[config.mk]
export PLATFORM = sky130hd
export DESIGN_NAME = ram_scan_display
export DESIGN_NICKNAME = d
export VERILOG_FILES = /design/src/rtl/ram_scan_pkg.sv /design/src/rtl/hex7seg.sv /design/src/rtl/ram_scan_display.sv
export SDC_FILE = /design/constraint.sdc
export NUM_CORES = 1
export LEC_CHECK = 0
export CAP_MARGIN = 5
export CORE_UTILIZATION = 40
export CTS_BUF_LIST = sky130_fd_sc_hd__clkbuf_16
export DETAILED_ROUTE_END_ITERATION = 8
export PLACE_DENSITY = 0.68
export SYNTH_ARGS = -nofsm -noshare
export SYNTH_HDL_FRONTEND = slang
export SYNTH_SLANG_ARGS = --single-unit
[constraint.sdc]
create_clock -name clk_2 -period 1.3 [get_ports clk_2]
set_input_delay 0.26 -clock clk_2 [delete_from_list [all_inputs] [get_ports clk_2]]
set_output_delay 0.26 -clock clk_2 [all_outputs]
set_load 0.005 [all_outputs]
[src/rtl/ram_scan_pkg.sv]
// Shared definitions for the RAM scan display block.
//   scan_state_t : scanner FSM states (IDLE, ISSUE, WAIT, SHOW)
//   HEX7_TABLE   : 7-segment patterns {g,f,e,d,c,b,a}, active-high, digits 0..F
//   hex7()       : digit -> segment pattern lookup
package ram_scan_pkg;

  typedef enum logic [1:0] {
    IDLE  = 2'd0,
    ISSUE = 2'd1,
    WAIT  = 2'd2,
    SHOW  = 2'd3
  } scan_state_t;

  localparam logic [6:0] HEX7_TABLE [16] = '{
    7'h3F, 7'h06, 7'h5B, 7'h4F, 7'h66, 7'h6D, 7'h7D, 7'h07,
    7'h7F, 7'h6F, 7'h77, 7'h7C, 7'h39, 7'h5E, 7'h79, 7'h71
  };

  function automatic logic [6:0] hex7(input logic [3:0] digit);
    return HEX7_TABLE[digit];
  endfunction

endpackage

[src/rtl/hex7seg.sv]
// Combinational hex digit to 7-segment decoder.
//   digit : 4-bit value to show
//   segs  : {g,f,e,d,c,b,a}, active-high
module hex7seg
  import ram_scan_pkg::*;
(
  input  logic [3:0] digit,
  output logic [6:0] segs
);

  assign segs = hex7(digit);

endmodule

[src/rtl/ram_scan_display.sv]
// Sweeps the RAM address space, reads each word and shows it as a hex digit,
// holding each word for DWELL cycles. Never captures read data from a cycle
// in which the RAM is writing; such reads are simply reissued.
//   clk_2    : system clock
//   reset    : synchronous, active-high
//   enable   : allow scanning; when low the block parks after the current word
//   hold     : refresh the same address instead of advancing
//   wr_busy  : RAM is writing this cycle
//   rd_data  : RAM registered read data (one cycle after rd_addr/rd_en)
//   rd_en    : read request, rd_addr meaningful while high
//   rd_addr  : address presented to the RAM
//   cur_addr : address of the displayed word
//   valid    : display holds a successfully read word
//   seg      : {valid, g,f,e,d,c,b,a}
module ram_scan_display
  import ram_scan_pkg::*;
#(
  parameter int ADDR_WIDTH = 2,
  parameter int DATA_WIDTH = 4,
  parameter int DWELL      = 3
) (
  input  logic                  clk_2,
  input  logic                  reset,
  input  logic                  enable,
  input  logic                  hold,
  input  logic                  wr_busy,
  input  logic [DATA_WIDTH-1:0] rd_data,
  output logic                  rd_en,
  output logic [ADDR_WIDTH-1:0] rd_addr,
  output logic [ADDR_WIDTH-1:0] cur_addr,
  output logic                  valid,
  output logic [7:0]            seg
);

  localparam int CNT_W = (DWELL > 1) ? $clog2(DWELL) : 1;
  localparam logic [CNT_W-1:0] DWELL_LAST = CNT_W'(DWELL - 1);

  scan_state_t           state;
  logic [ADDR_WIDTH-1:0] ptr;
  logic [CNT_W-1:0]      dwell_cnt;
  logic [6:0]            rd_segs;

  // Decode straight from the RAM output so the display register is loaded
  // in the capture cycle, keeping ISSUE -> seg at two cycles.
  hex7seg u_hex7seg (
    .digit (rd_data),
    .segs  (rd_segs)
  );

  // A request is withheld while the RAM writes; the RAM would ignore it.
  assign rd_en   = (state == ISSUE) && !wr_busy;
  assign rd_addr = ptr;

  always_ff @(posedge clk_2) begin
    if (reset) begin
      state     <= IDLE;
      ptr       <= '0;
      cur_addr  <= '0;
      valid     <= 1'b0;
      seg       <= 8'h00;
      dwell_cnt <= '0;
    end else begin
      case (state)
        IDLE: begin
          if (enable) state <= ISSUE;
        end
        ISSUE: begin
          if (!wr_busy) state <= WAIT;
        end
        WAIT: begin
          // A write during the data cycle means the word may be stale:
          // drop it and reissue the same address.
          if (!wr_busy) begin
            seg       <= {1'b1, rd_segs};
            cur_addr  <= ptr;
            valid     <= 1'b1;
            dwell_cnt <= DWELL_LAST;
            state     <= SHOW;
          end else begin
            state <= ISSUE;
          end
        end
        SHOW: begin
          if (dwell_cnt == '0) begin
            if (!enable) begin
              state <= IDLE;
            end else if (hold) begin
              state <= ISSUE;
            end else begin
              ptr   <= ptr + 1'b1;
              state <= ISSUE;
            end
          end else begin
            dwell_cnt <= dwell_cnt - 1'b1;
          end
        end
        default: state <= IDLE;
      endcase
    end
  end

endmodule
==> flow_summary_export.csv, run 1 <==
group,metric,value,unit
finish,fin_cells,173,
setup_path,path_cells,"clkdlybuf4s15_1, nor3b_2, dlygate4sd2_1",
finish,final_common_cell,"buf_4",
placed_design,place_inst,167,
pwr,powerDensity,926,nW/um^2
timing,setup_tns,0,ns
setup_path,cp.required,1.04,ns
clock_network,root_buffer,"clkbuf_16",
setup_path,path_class,"input pin to output pin",
setup_path,arrival,1.03,ns
timing,fmax,776,MHz
synthesis,async_flop_share,0,%
placed_design,pre_cts_ws,-0.532,ns
synthesis,synth_cell_types,36,
setup_path,worstSetupStartpoint,"wr_busy",
floorplanning,design.die.area,2410,um^2
global_route,grt_overflow_total,0,
global_route,grt_pass1_vias,906,
clock_network,htreeDepth,1,
outcome,status,"finished, final reports clean",
drt,first_pass_iters,4,
synthesis,synth-edff-count,0,
drt,dr_total_vias,881,
synthesis,seq_area_frac_synth,36.1,%
finish,drive_above_1_share,31.5,%
flow_run,cap_violations,0,
finish,multi_input_area,562,um^2
finish,postLayoutCoreUtil,69.4,%
finish,antenna_cells,0,
synthesis,syn_avg_cell_area,8.70,um^2
clock_network,cts_tree,"built",
floorplanning,coreArea,2020,um^2
synthesis,synth_warnings,0,
timing,tightest_slew,0.238,ns
floorplanning,die-width,49.1,um
drt,drc,0,
floorplanning,die_h,49.1,um
synthesis,synthFlopType,"dfxtp_1",
placed_design,post-dp-hpwl,1.61,mm
finish,area_delta_synth_final,58.3,%
timing,clock_skew,0.00180,ns
setup_path,path_max_fanout,4,
drt,antenna_left,0,
finish,nFillCells,178,
clock_network,clk_latency,0.24,ns
synthesis,synth_fp_nets,119,
setup_path,r2r_start,"state[0]",
setup_path,start_kind,"input pin",
setup_path,slowest_stage,"clkdlybuf4s15_1",
worst_hold_path,min_path_type,"flop to flop",
placed_design,gp_congestion,0.792,
timing,finalSetupViolCount,0,
global_route,grt_usage,20.1,%
timing,min_period,1.29,ns
timing,layout_setup_ws,0.0121,ns
setup_path,cp-end-kind,"output pin",
synthesis,synthCells,102,
setup_path,slowest_delay,0.26,ns
floorplanning,io_pins,23,
drt,drtIter0Drc,6,
clock_network,path_clk_slew,0.05,ns
pwr,peakVddDrop,0.000534,V
synthesis,synth_seq_cells,16,
global_route,grt_pass1_wl,3.71,mm
global_route,grt_start_max_net_pins,11,
clock_network,numCtsBuffers,3,
timing,finalHoldViolCount,0,
drt,wl,2.13,mm
worst_hold_path,min_from,"seg[2]",
global_route,antenna_found_initial,0,
finish,ff_latch_area,324,um^2
timing,final-max-slew-violation-count,0,
drt,via_per_inst,5.09,
clock_network,clk_path_buf_depth,2,
timing,holdWs,0.453,ns
finish,nets,164,
placed_design,io_buffers,22,
finish,final_cell_mix,"buf_4, dlygate4sd2_1, dfxtp_1, nand2_1, ha_1",
floorplanning,fp-row-count,16,
timing,post-route-period-util,99.1,%
floorplanning,start_util,43.9,%
synthesis,syn_area,887,um^2
pwr,leakage,0.000644,uW
clock_network,hold_buffers,0,
timing,slew_headroom,84.0,%
clock_network,cts_sinks,16,
drt,post_drt_wl_per_cell,12.3,um
per-layer routing:
metal  global-route usage [%]  wire length [um]  vias to the layer above
li1                         -                 -                      452
met1                     19.2               887                      404
met2                     39.5              1140                       19
met3                     4.05                53                        6
met4                     10.3                54                        0
met5                        0                 0                        -
critical path: cells and delay by family:
family	cells	cell delay, ns
buffers and inverters	2	0.52
AND/OR/NAND/NOR	1	0.25
power by group:
part | total, uW | internal (uW) | switching (uW)
combinational | 206 | 114 | 91.5
sequential | 509 | 503 | 5.75
clock | 585 | 407 | 178
total | 1300 | 1020 | 275
registers in the layout (all words and copies together) (netlist names):
register,count
cur_addr,2
state,2
rd_addr,2
seg,8
dwell_cnt,2
cells in the mapped netlist (all sizes together), types with 3 or more instances:
cell	n	area share [%]
a21oi	5	2.8
nand3	5	3.4
buf	3	2.7
dfxtp	16	36
ha	8	11
o21ai	4	2.3
nor3	4	2.3
nand2	12	5.1
nand2b	3	2.1
inv	5	2.1
o31ai	3	2.5
clkbuf	3	1.3
nor2	5	2.1
per-stage QoR:
stage | power, uW | instance area, um^2
2_1_floorplan | 604 | 887
3_3_place_gp | 710 | 1270
3_5_place_dp | 715 | 1270
4_1_cts | 1300 | 1360
5_1_grt | 1360 | 1400
6_report | 1300 | 1400
cell families after synthesis:
logic type                 count (synthesis)  synth area share, %
buffers and inverters                     11                 6.06
muxes                                      1                 1.27
adders and majority gates                  8                 11.3
and+or+nand+nor                           40                 25.4
AOI/OAI and AO/OA                         26                 19.9
DFF                                       16                 36.1
final cells by class:
| class | instances | share of cell area, % |
|---|---|---|
| Inverter | 5 | 1.34 |
| Tap cell | 27 | 2.41 |
| Timing Repair Buffer | 46 | 27.5 |
| Clock inverter | 1 | 0.267 |
| Multi-Input combinational cell | 75 | 40.0 |
| Clock buffer | 3 | 5.35 |
| Sequential cell | 16 | 23.1 |
what timing repair did:
item                       4_1_cts  5_1_grt
pin swaps                        1        3
gates resized for setup         24       13
setup buffers                    1        1
setup endpoints to repair       24       12
final timing paths:
check                               endpoint  slack (ns)  depth (start not counted)
worst max-delay path                   rd_en        0.01                          3
worst min-delay path                  seg[2]        0.45                          2
worst max register to register  dwell_cnt[1]        0.08                          5
worst min register to register        seg[2]        0.45                          2
No activity file was read; power rests on OpenSTA's default activity.
==> run 2: changes to the inputs <==
--- a/config.mk
+++ b/config.mk
@@ -8,6 +8,7 @@
 export CAP_MARGIN = 5
 export CORE_UTILIZATION = 40
 export CTS_BUF_LIST = sky130_fd_sc_hd__clkbuf_16
+export CTS_CLUSTER_SIZE = 30
 export DETAILED_ROUTE_END_ITERATION = 8
 export PLACE_DENSITY = 0.68
 export SYNTH_ARGS = -nofsm -noshare
==> results of run 2 <==
Same layout as run 1: the final DEF is identical, and so are final timing and power.
==> RTL edit 1: new RTL, flow settings as in run 1 <==
The 4 states of `scan_state_t` get a Gray code encoding in 2 bits.
--- a/src/rtl/ram_scan_pkg.sv
+++ b/src/rtl/ram_scan_pkg.sv
@@ -5,10 +5,10 @@
 package ram_scan_pkg;
 
   typedef enum logic [1:0] {
-    IDLE  = 2'd0,
-    ISSUE = 2'd1,
-    WAIT  = 2'd2,
-    SHOW  = 2'd3
+    IDLE  = 2'b00,
+    ISSUE = 2'b01,
+    WAIT  = 2'b11,
+    SHOW  = 2'b10
   } scan_state_t;
 
   localparam logic [6:0] HEX7_TABLE [16] = '{
Check against the original RTL: no difference found for any inputs over 10 cycles, from zero or initial values and one cycle with reset high; not proved beyond that.
==> RTL edit 1 against run 1 <==
Sequential cell count unchanged. Total power down 2.1%. Sequential share of layout area up 0.71 points. Routed wire length rose by 2.2%. Synthesized area rose by 3.4%. Final cell count shrank 1.2%. Setup slack improved by 0.040 ns. Design area decreased by 1.9%. Largest cell class unchanged.
==> RTL edit 1: results (changes against run 1) <==
status=completed (unchanged); CTS Buffer Depth=2 (unchanged); worst hold path class=flip-flop to flip-flop (unchanged); ranking of synthesized cells by area=dfxtp_1, ha_1, nand2_1, o32ai_1, nand2b_1 (was dfxtp_1, ha_1, nand2_1, a21oi_1, o31ai_1); vias in the first global route=814 (was 906); Largest register FFs=8 (unchanged); clock latency on the worst-skew pair=0.24 ns (about the same); Layout fillers=189 (was 178); Worst Path Arrival=1.40 ns (was 1.03 ns); RD Place Congestion=0.723 (was 0.792); leakage power=0.638 nW (was 0.644 nW); root buffer cell=clkbuf_16 (unchanged); crit-path max FO=3 (was 4); largest net degree at the start of global routing=17 (was 11); net count reported at finish=162 (was 164); Port Buffers=22 (unchanged); Pre-antenna DRT Iters=4 (unchanged); antenna violations before repair=0 (unchanged); Post-Place Worst Slack=-0.449 ns (was -0.532 ns); Worst Hold Launch=cur_addr[0]$_SDFFE_PP0P_ (was seg[2]$_SDFFE_PP0P_); cell count after synthesis=106 (was 102); detailed router's first-iteration violation count=14 (was 6); slowest stage cell on the critical path=dfxtp_2 (was clkdlybuf4s15_1); crit path from=dwell_cnt[1]$_SDFFE_PP0P_ (was wr_busy); first-pass GRT wire length=3560 um (was 3710 um); Max-slew headroom=0.791 (was 0.840); Total GRT Usage=0.189 (was 0.201); async set or reset register ratio after synthesis=0 (unchanged); largest reg by FF count=seg (unchanged); skew final=0.000989 ns (was 0.00180 ns); slowest cell delay on critical path=0.32 ns (was 0.26 ns); DR vias/cell=5.10 (was 5.09); Synth Warn #=0 (unchanged); fraction of layout cells with a size suffix above 1=0.285 (was 0.315); CTS buffer count=3 (unchanged); postcts setup bufs=0 (was 1); maximum vdd drop=1370 uV (was 534 uV); register area share after synthesis=0.349 (was 0.361); ant diodes=0 (unchanged); Vias=872 (was 881); Synth top cells by count=dfxtp_1, nand2_1, ha_1, nor2_1 (was dfxtp_1, nand2_1, ha_1); CTS H-Tree Depth=1 (unchanged); top_reg_cell synth=dfxtp_1 (unchanged); Distinct cells, synth=35 (was 36); routed len/inst=12.7 um (was 12.3 um); Final WS setup=0.0525 ns (was 0.0121 ns); syn nets=123 (was 119); clock transition at the registers of the reported paths=0.05 ns (about the same); Detail Placement HPWL=1560 um (was 1610 um)
==> RTL edit 1: cell count changes in the layout (fill, tap and decap cells not counted), sizes merged, moves of 2 or more <==
cell and change:
nand3 -3, nor2 +3, a311oi +2, nand2 +3
o31ai -3, nand3b +2, buf -5, o21ai -2
nand2b +2, o22ai -2, nor3b -2, o32ai +3
==> RTL edit 1: path summary, 6_finish.rpt <==
check | end | cells past startpoint
max | dwell_cnt[0]$_SDFFE_PP0P_ | 5
min | cur_addr[0]$_SDFFE_PP0P_ | 2
max reg2reg | dwell_cnt[0]$_SDFFE_PP0P_ | 5
min reg2reg | cur_addr[0]$_SDFFE_PP0P_ | 2
==> RTL edit 1: area by class of cell <==
type | count | area share
Multi-Input combinational cell | 79 | 0.421
Tap cell | 27 | 0.0245
Clock inverter | 1 | 0.00272
Sequential cell | 16 | 0.238
Inverter | 5 | 0.0136
Clock buffer | 3 | 0.0545
Timing Repair Buffer | 40 | 0.245
==> RTL edit 1: repair_timing <==
action / in CTS / in global routing
gates cloned: 0 / 0
setup endpoints to repair: 23 / 9
resized for setup: 26 / 14
pin swaps: 2 / 3
hold buffers: 0 / 0
==> RTL edit 1: stage by stage <==
stage | hold WS (ns) | area, um^2 | setup TNS (ns) | total power, mW | util
final | 0.463 | 1380 | 0 | 1.27 | 0.668
after global placement | 0.445 | 1260 | -3.93 | 0.682 | 0.613
after detailed placement | 0.456 | 1260 | -4.22 | 0.685 | 0.613
after global routing | 0.475 | 1380 | 0 | 1.33 | 0.668
after floorplan | 0.332 | 917 | 0 | 0.599 | -
after CTS | 0.458 | 1330 | 0 | 1.28 | 0.644
==> RTL edit 1: logic make-up after synthesis <==
logic type,count (synthesis),share of synthesized area
and+or+nand+nor,45,0.252
AOI/OAI and AO/OA,25,0.211
DFF,16,0.349
buffers and inverters,11,0.0668
adders and majority gates,8,0.109
muxes,1,0.0109
==> RTL edit 1: layer usage <==
metal	GRT usage	routed length [um]	vias up
li1	-	-	456
met1	0.225	997	393
met5	0	0	-
met4	0.0286	7	0
met3	0.0556	96	2
met2	0.336	1080	21
==> RTL edit 1: power by group <==
part / switching (mW) / total [mW] / internal [mW]
Combinational: 0.0825 / 0.176 / 0.0940
Sequential: 0.00719 / 0.508 / 0.500
Clock: 0.181 / 0.589 / 0.407
Total: 0.271 / 1.27 / 1.00
==> RTL edit 1: critical path: cells and delay by family, from the launching register on <==
kind	cells	cell delay [ns]
compound gates	1	0.19
flops	1	0.32
simple gates	2	0.44
fa+ha+maj	1	0.16
buf+inv	1	0.05
==> RTL edit 2: new RTL, settings of run 1 <==
Made on the original files. Change the parameter `ADDR_WIDTH` from 2 to 3.
--- a/src/rtl/ram_scan_display.sv
+++ b/src/rtl/ram_scan_display.sv
@@ -15,7 +15,7 @@
 module ram_scan_display
   import ram_scan_pkg::*;
 #(
-  parameter int ADDR_WIDTH = 2,
+  parameter int ADDR_WIDTH = 3,
   parameter int DATA_WIDTH = 4,
   parameter int DWELL      = 3
 ) (
Interface: changed (resized cur_addr and rd_addr); port bits go from 23 to 25. The function was not compared with the original's and may differ.
==> RTL edit 2 against run 1 <==
First-iteration DRC count rose by 100%. Worst hold slack lost 0.0040 ns. Utilization decreased by 5.4 points. Largest power group unchanged. Maximum frequency up 2.7%. Non-clock buffer count up 1. Total power rose by 8.2%. Routed wire length up 10%. Setup slack improved by 0.033 ns. Synthesized cell count grew 16%. Sequential cell count grew 2. Design area grew 12%. Sequential share of layout area rose by 0.64 points. The run now ends with design-rule violations left. Synthesized area up 17%.
==> RTL edit 2: results (changes against run 1) <==
CTS H-Tree Depth=1 (unchanged); fin. max-slew vios=0 (unchanged); placed insts=185 (was 167); crit-path max FO=4 (unchanged); top_reg_cell synth=dfxtp_1 (unchanged); Residual DRC=1 (was 0); leakage power=0.720 nW (was 0.644 nW); fraction of layout cells with a size suffix above 1=0.298 (was 0.315); register area share after synthesis=0.348 (was 0.361); clock transition at the registers of the reported paths=0.05 ns (about the same); Slew @ Worst Pin=0.240 ns (was 0.238 ns); Port Buffers=24 (was 22); Critical R2R Capture=dwell_cnt[0]$_SDFFE_PP0P_ (was dwell_cnt[1]$_SDFFE_PP0P_); hold path depth=2 (unchanged); clock latency on the worst-skew pair=0.25 ns; Worst Setup Start Kind=flip-flop (was input port); post-route insts no fill=191 (was 173); Synth Warn #=0 (unchanged); async set or reset register ratio after synthesis=0 (unchanged); status=finished with violations (was completed); Detail Placement HPWL=1710 um (was 1610 um); Largest register FFs=8 (unchanged); FF-to-FF Start=dwell_cnt[1]$_SDFFE_PP0P_ (was state[0]$_SDFFE_PP0P_); ranking of synthesized cells by area=dfxtp_1, ha_1, nand2_1, a21oi_1, mux2i_1 (was dfxtp_1, ha_1, nand2_1, a21oi_1, o31ai_1); Total GRT Usage=0.183 (was 0.201); routed len/inst=12.3 um (about the same); Distinct cells, synth=39 (was 36); DP Area=0.00143 mm^2 (was 0.00127 mm^2); vias in the first global route=875 (was 906); CTS Buffer Depth=2 (unchanged); violated checks=design-rule violations; maximum vdd drop=575 uV (was 534 uV); first-pass GRT wire length=3670 um (was 3710 um); largest net degree at the start of global routing=16 (was 11); Pre-antenna DRT Iters=6 (was 4); R2R setup slack=0.05 ns (was 0.08 ns); skew final=0.00259 ns (was 0.00180 ns); root buffer cell=clkbuf_16 (unchanged); Worst Path Arrival=1.39 ns (was 1.03 ns); net count reported at finish=181 (was 164); RD Place Congestion=0.814 (was 0.792); Avg Inst Size Synth=8.78 um^2 (was 8.70 um^2); R2R depth=5 (unchanged); ant diodes=0 (unchanged); largest reg by FF count=seg (unchanged); Worst Hold Launch=cur_addr[2]$_SDFFE_PP0P_ (was seg[2]$_SDFFE_PP0P_); Synth top cells by count=dfxtp_1, nand2_1, ha_1 (unchanged); Hold EP=cur_addr[2]$_SDFFE_PP0P_ (was seg[2]$_SDFFE_PP0P_); Vias=994 (was 881); worst hold path class=flip-flop to flip-flop (unchanged); detailed router's first-iteration violation count=12 (was 6); CTS buffer count=3 (unchanged); antenna violations before repair=0 (unchanged); syn nets=136 (was 119)
-- RTL edit 2: cell count changes after synthesis, moves of 3 or more --
cell / delta
nand2_1: +5
mux2i_1: +3
nor2_1: +3
o21ai_0: -3
-- RTL edit 2: kinds of logic (layout without fill, tap and decap cells) --
kind of cell	count (synthesis)	count (layout)	share of synthesized area
adders and majority gates	9	9	0.109
AOI/OAI and AO/OA	25	25	0.175
and+or+nand+nor	50	50	0.265
muxes	4	4	0.0399
DFF	18	18	0.348
buffers and inverters	12	55	0.0640
-- RTL edit 2: timing repair --
item | in CTS | in global routing
pin swaps | 5 | 1
setup buffers | 1 | 2
gates resized for setup | 32 | 10
cloned | 0 | 0
endpoints found under the setup margin | 28 | 9
-- RTL edit 2: final cells by class --
cell class | count | area (um^2)
multi-input cells | 88 | 671
fillers | 212 | 883
inverters | 5 | 18.8
flip-flops and latches | 18 | 373
well taps | 30 | 37.5
repair buffers | 47 | 397
clock buffers | 3 | 75.1
-- RTL edit 2: routing by layer --
| metal | track usage | vias to the layer above | wire, um |
|---|---|---|---|
| met4 | 0.0658 | 0 | 33 |
| met3 | 0.0345 | 4 | 72 |
| met1 | 0.202 | 468 | 1010 |
| met2 | 0.342 | 17 | 1230 |
| met5 | 0 | - | 0 |
| li1 | - | 505 | - |
-- RTL edit 2: power by group --
group	leakage (nW)	switching (mW)	internal (mW)
Combinational	0.534	0.106	0.119
Clock	0.0370	0.199	0.405
Sequential	0.149	0.0124	0.564
-- RTL edit 2: critical path, stage by stage, from the launching register on --
cell and delay (ns):
dfxtp_1 0.34, inv_2 0.05, ha_4 0.16, buf_4 0.14
and3_1 0.18, o31a_1 0.26
-- RTL edit 2: worst max path at each step --
stage	endpoint	slack [ns]
4_1_cts	seg[2]$_SDFFE_PP0P_	0.006
3_3_place_gp	rd_en	-0.42
5_1_grt	rd_addr[1]$_SDFFE_PP0P_	-0.01
2_1_floorplan	rd_addr[0]$_SDFFE_PP0P_	0.003
6_report	dwell_cnt[0]$_SDFFE_PP0P_	0.05
3_5_place_dp	rd_en	-0.43
-- RTL edit 2: metrics by stage --
| step | worst slack [ns] | total power, mW | utilization | hold WS, ns |
|---|---|---|---|---|
| after detailed placement | -0.434 | 0.801 | 0.584 | 0.449 |
| after global routing | -0.0110 | 1.47 | 0.640 | 0.481 |
| after floorplan | 0.00268 | 0.694 | - | 0.431 |
| after CTS | 0.00598 | 1.40 | 0.619 | 0.454 |
| final | 0.0454 | 1.41 | 0.640 | 0.449 |
| after global placement | -0.416 | 0.797 | 0.584 | 0.443 |
